### src/rtl/logic16_arbiter_if.sv
// Request/response bundle between the four requesting sequencers, the shared
// logic unit and the writeback path.
interface logic16_arbiter_if;
    logic [3:0]  req_valid;
    logic [7:0]  req_op;
    logic [63:0] req_a;
    logic [63:0] req_b;
    logic [3:0]  req_ready;
    logic        resp_valid;
    logic [1:0]  resp_id;
    logic [15:0] resp_data;
    logic        resp_ready;

    modport master (
        output req_valid, req_op, req_a, req_b, resp_ready,
        input  req_ready, resp_valid, resp_id, resp_data
    );

    modport slave (
        input  req_valid, req_op, req_a, req_b, resp_ready,
        output req_ready, resp_valid, resp_id, resp_data
    );
endinterface

### src/rtl/logic16_arbiter.sv
// Round-robin shared 16-bit AND/OR/NOT-A/NAND unit for four requesters with a
// one-entry valid/ready result register.
module logic16_arbiter (
    input logic               clk,
    input logic               rst_n,
    logic16_arbiter_if.slave  bus
);
    logic        resp_valid_q, resp_valid_d;
    logic [1:0]  resp_id_q, resp_id_d;
    logic [15:0] resp_data_q, resp_data_d;
    logic [1:0]  ptr_q, ptr_d;

    logic        free;
    logic        any_valid;
    logic        grant;
    logic [1:0]  winner;
    logic [1:0]  scan_idx;
    logic [1:0]  win_op;
    logic [15:0] win_a, win_b, win_res;

    // Scan from ptr+3 down to ptr so the lowest offset with a valid request wins.
    always_comb begin
        any_valid = 1'b0;
        winner    = ptr_q;
        scan_idx  = ptr_q;
        for (int k = 3; k >= 0; k--) begin
            scan_idx = ptr_q + 2'(k);
            if (bus.req_valid[scan_idx]) begin
                any_valid = 1'b1;
                winner    = scan_idx;
            end
        end
    end

    assign free          = !resp_valid_q | bus.resp_ready;
    assign grant         = any_valid & free & rst_n;
    assign bus.req_ready = grant ? (4'b0001 << winner) : 4'b0000;

    assign win_op = bus.req_op[{winner, 1'b0} +: 2];
    assign win_a  = bus.req_a[{winner, 4'b0000} +: 16];
    assign win_b  = bus.req_b[{winner, 4'b0000} +: 16];

    always_comb begin
        win_res = 16'h0000;
        unique case (win_op)
            2'b00: win_res = win_a & win_b;
            2'b01: win_res = win_a | win_b;
            2'b10: win_res = ~win_a;
            2'b11: win_res = ~(win_a & win_b);
            default: win_res = 16'h0000;
        endcase
    end

    // A grant in the same cycle as a drain overwrites the entry without a bubble.
    always_comb begin
        resp_valid_d = resp_valid_q;
        resp_id_d    = resp_id_q;
        resp_data_d  = resp_data_q;
        ptr_d        = ptr_q;
        if (grant) begin
            resp_valid_d = 1'b1;
            resp_id_d    = winner;
            resp_data_d  = win_res;
            ptr_d        = winner + 2'd1;
        end else if (resp_valid_q && bus.resp_ready) begin
            resp_valid_d = 1'b0;
        end
    end

    always_ff @(posedge clk or negedge rst_n) begin
        if (!rst_n) begin
            resp_valid_q <= 1'b0;
            resp_id_q    <= 2'd0;
            resp_data_q  <= 16'h0000;
            ptr_q        <= 2'd0;
        end else begin
            resp_valid_q <= resp_valid_d;
            resp_id_q    <= resp_id_d;
            resp_data_q  <= resp_data_d;
            ptr_q        <= ptr_d;
        end
    end

    assign bus.resp_valid = resp_valid_q;
    assign bus.resp_id    = resp_id_q;
    assign bus.resp_data  = resp_data_q;
endmodule

### src/flat_wrapper.sv
// flat-port wrapper written by rule: the top's interface ports become plain ports
module logic16_arbiter_flat 
  (clk, rst_n, bus_req_valid, bus_req_op, bus_req_a, bus_req_b, bus_resp_ready, bus_req_ready, bus_resp_valid, bus_resp_id, bus_resp_data);
  logic16_arbiter_if bus_i ();
  input logic clk;
  input logic rst_n;
  input wire logic [$bits(bus_i.req_valid)-1:0] bus_req_valid;
  input wire logic [$bits(bus_i.req_op)-1:0] bus_req_op;
  input wire logic [$bits(bus_i.req_a)-1:0] bus_req_a;
  input wire logic [$bits(bus_i.req_b)-1:0] bus_req_b;
  input wire logic [$bits(bus_i.resp_ready)-1:0] bus_resp_ready;
  output wire logic [$bits(bus_i.req_ready)-1:0] bus_req_ready;
  output wire logic [$bits(bus_i.resp_valid)-1:0] bus_resp_valid;
  output wire logic [$bits(bus_i.resp_id)-1:0] bus_resp_id;
  output wire logic [$bits(bus_i.resp_data)-1:0] bus_resp_data;
  assign bus_i.req_valid = bus_req_valid;
  assign bus_i.req_op = bus_req_op;
  assign bus_i.req_a = bus_req_a;
  assign bus_i.req_b = bus_req_b;
  assign bus_i.resp_ready = bus_resp_ready;
  assign bus_req_ready = bus_i.req_ready;
  assign bus_resp_valid = bus_i.resp_valid;
  assign bus_resp_id = bus_i.resp_id;
  assign bus_resp_data = bus_i.resp_data;
  logic16_arbiter u_core (.clk(clk), .rst_n(rst_n), .bus(bus_i));
endmodule
### config.mk
export PLATFORM = sky130hd
export DESIGN_NAME = logic16_arbiter_flat
export DESIGN_NICKNAME = d
export VERILOG_FILES = /design/src/rtl/logic16_arbiter_if.sv /design/src/rtl/logic16_arbiter.sv /design/src/flat_wrapper.sv
export SDC_FILE = /design/constraint.sdc
export NUM_CORES = 1
export LEC_CHECK = 0
export ABC_AREA = 1
export BUFFER_PORTS_ARGS = -buffer_cell sky130_fd_sc_hd__buf_2
export CAP_MARGIN = 20
export CORE_ASPECT_RATIO = 0.6
export CORE_MARGIN = 3
export CORE_UTILIZATION = 30
export DETAILED_ROUTE_END_ITERATION = 7
export HOLD_SLACK_MARGIN = 0.02
export PLACE_DENSITY = 0.54
export SLEW_MARGIN = 25
export SYNTH_ARGS = -nofsm -noshare
export SYNTH_HDL_FRONTEND = slang
export SYNTH_SLANG_ARGS = --single-unit
### constraint.sdc
create_clock -name clk -period 6.15 [get_ports clk]
set_clock_uncertainty 0.2 [all_clocks]
set_input_delay 1.23 -clock clk [delete_from_list [all_inputs] [get_ports clk]]
set_output_delay 1.23 -clock clk [all_outputs]
set_load 0.05 [all_outputs]
==> metrics.yaml <==
outcome: "finished, final reports clean"
clk_pin_slew_worst_paths_ns: 0.07
fin_crit_sh_pct: 76.2
ys_seq_area_share_pct: 15.7
cap_viol_max_count: 0
cp-start-kind: "input port"
finalSetupViolCount: 0
vias: 4458
drc: 0
die_x_um: 142
viasPerCell: 4.63
clock_path_buffers: 2
grt-ovfl-total: 0
required_ns: 4.72
worst-setup-path-type: "in -> out"
maxSlewHeadroom_pct: 50.6
timing.fmax_mhz: 214
layout.nets: 972
htreeDepth: 1
drt_iter0_drc: 290
netlist_instances: 685
rows: 29
setup_slack_ns: 1.47
rrSetupSlack_ns: 2.45
yosys.area.top_type_share_pct: 41.5
clk_latency_ns: 0.26
yosysUniqueCellTypes: 21
crit_arrival_ns: 3.25
antenna_found_initial: 0
worstHoldStart: "u_core.bus.resp_data[0]"
routed_wl_mm: 12.5
min_to: "u_core.bus.resp_data[0]"
hpwl_mm: 9.80
holdBufCountCts: 0
syn_to_final_growth_pct: 27.0
dp_slack_ns: 1.46
grt_max_degree: 71
synth_top_area_cell: "nand2_1"
syn-num-nets: 832
cts_tree: "built"
final_max_slew_viol_count: 0
synth_area_leaders: "nand2_1, nand3_1, dfrtp_1, inv_1, nor2_1"
hold_viol: 0
post-cts-setup-buffers: 0
post_cts_resized: 0
cp-end-kind: "output port"
cts_buffers: 3
die_y_um: 87.8
holdPathStages: 2
die_area_um2: 12500
drive_gt1_share_pct: 23.4
timing.setup.tns_ns: 0
synth-seq-cells: 21
grt_usage_pct: 18.9
root_buffer: "clkbuf_16"
routabilityCongestion: 0.841
syn_area_um2: 3350
r2r-end: "u_core.bus.resp_data[10]"
rr_startpoint: "u_core.ptr_q[0]"
initial_core_util_pct: 31.3
rsz0062_at_grt: "false"
worst_slew_pin_slew_ns: 0.740
core-area_um2: 10700
grt_pass1_wl_mm: 19.3
place_area_um2: 4170
antenna_left: 0
clock_sinks: 21
hold_path.class: "reg -> reg"
synth_area_per_cell_um2: 4.89
n_antenna_cell: 0
dr.pass1.iters: 5
cp_max_fo: 26
grt_pass1_vias: 3938
post-route-min-period_ns: 4.68
portBuffers: 165
yosysWarnings: 0
io_pins: 166
r2r_cells: 18
fin_area_um2: 4250
wl_per_cell_um: 13.0
## critical path: stages
cell	delay, ns
buf_2	0.09
nand2_1	0.06
nand2_2	0.11
nand2_1	0.07
o21ai_1	0.07
nand2_1	0.06
nand2_1	0.05
nand2_1	0.04
nand2_1	0.06
nand2_2	0.31
inv_2	0.47
ha_1	0.22
inv_1	0.04
nor2_1	0.09
buf_2	0.27
## per-layer routing
metal	track usage [%]	vias to the layer above	share of wire (%)	routed length, um
met4	1.64	0	0.24	30
met3	3.27	6	8.6	1070
li1	-	2335	-	-
met5	0	-	0	0
met1	30.3	1950	53	6660
met2	26.8	167	38	4770
## cell families after synthesis
logic type,synth area share (%)
adders and majority gates,1.50
DFF,15.7
AOI/OAI and AO/OA,1.23
and+or+nand+nor,64.7
buffers and inverters,16.9
## registers in the layout, indices dropped and copies added, names as in the netlist
| signal | cells |
|---|---|
| u_core.ptr_q | 2 |
| u_core.bus.resp_id | 2 |
| u_core.bus.resp_valid | 1 |
| u_core.bus.resp_data | 16 |
## cells in the mapped netlist
cell and instances:
nand2_1 370, nand3_1 118, inv_1 88, nor2_1 25
dfrtp_1 21, buf_2 13, buf_4 8, nand2_2 7
clkbuf_1 6, inv_2 6, buf_6 5, ha_1 4
o21ai_0 3, buf_1 2, nand2_4 2, nand3_2 2
a21oi_1 1, o21a_1 1, o21ai_1 1, o21ai_2 1
or2_2 1
## layout by cell type, fill, tap and decap left out
master / n
nand2_4: 2
o21ai_1: 1
nor2_1: 25
buf_2: 165
clkbuf_16: 3
nand3_1: 118
buf_4: 4
dfrtp_1: 21
nand3_2: 2
or2_2: 1
inv_2: 6
o21ai_0: 3
a21oi_1: 1
clkinvlp_4: 1
inv_1: 88
o21a_1: 1
ha_1: 4
nand2_1: 369
nand2_2: 8
o21ai_2: 1
## through the flow
stage	utilization (%)	std cells	hold slack (ns)
6_report	39.7	963	0.280
5_1_grt	39.7	963	0.302
4_1_cts	39.7	963	0.281
3_5_place_dp	38.9	959	0.264
3_3_place_gp	38.9	959	0.261
2_1_floorplan	-	685	0.406
## how the worst max path moves through the flow
stage / startpoint / endpoint / slack (ns) / depth (start not counted)
after floorplan: bus_req_valid[3] / bus_req_ready[3] / 1.67 / 14
after global placement: bus_req_valid[0] / bus_req_ready[1] / 1.50 / 15
after detailed placement: bus_req_valid[3] / bus_req_ready[1] / 1.46 / 14
after CTS: bus_req_valid[3] / bus_req_ready[1] / 1.45 / 14
after global routing: bus_req_valid[0] / bus_req_ready[0] / 1.22 / 15
final: bus_req_valid[0] / bus_req_ready[0] / 1.47 / 15
## layout make-up
type / instances / area [um2]
well taps: 139 / 174
clock inverters: 1 / 7.51
repair buffers: 169 / 856
multi-input cells: 536 / 2260
clock buffers: 3 / 75.1
inverters: 94 / 353
fillers: 1222 / 6450
flip-flops and latches: 21 / 526
Power is not shown: default switching activity piles up to over one toggle a cycle in this logic, so the estimate is an artifact.
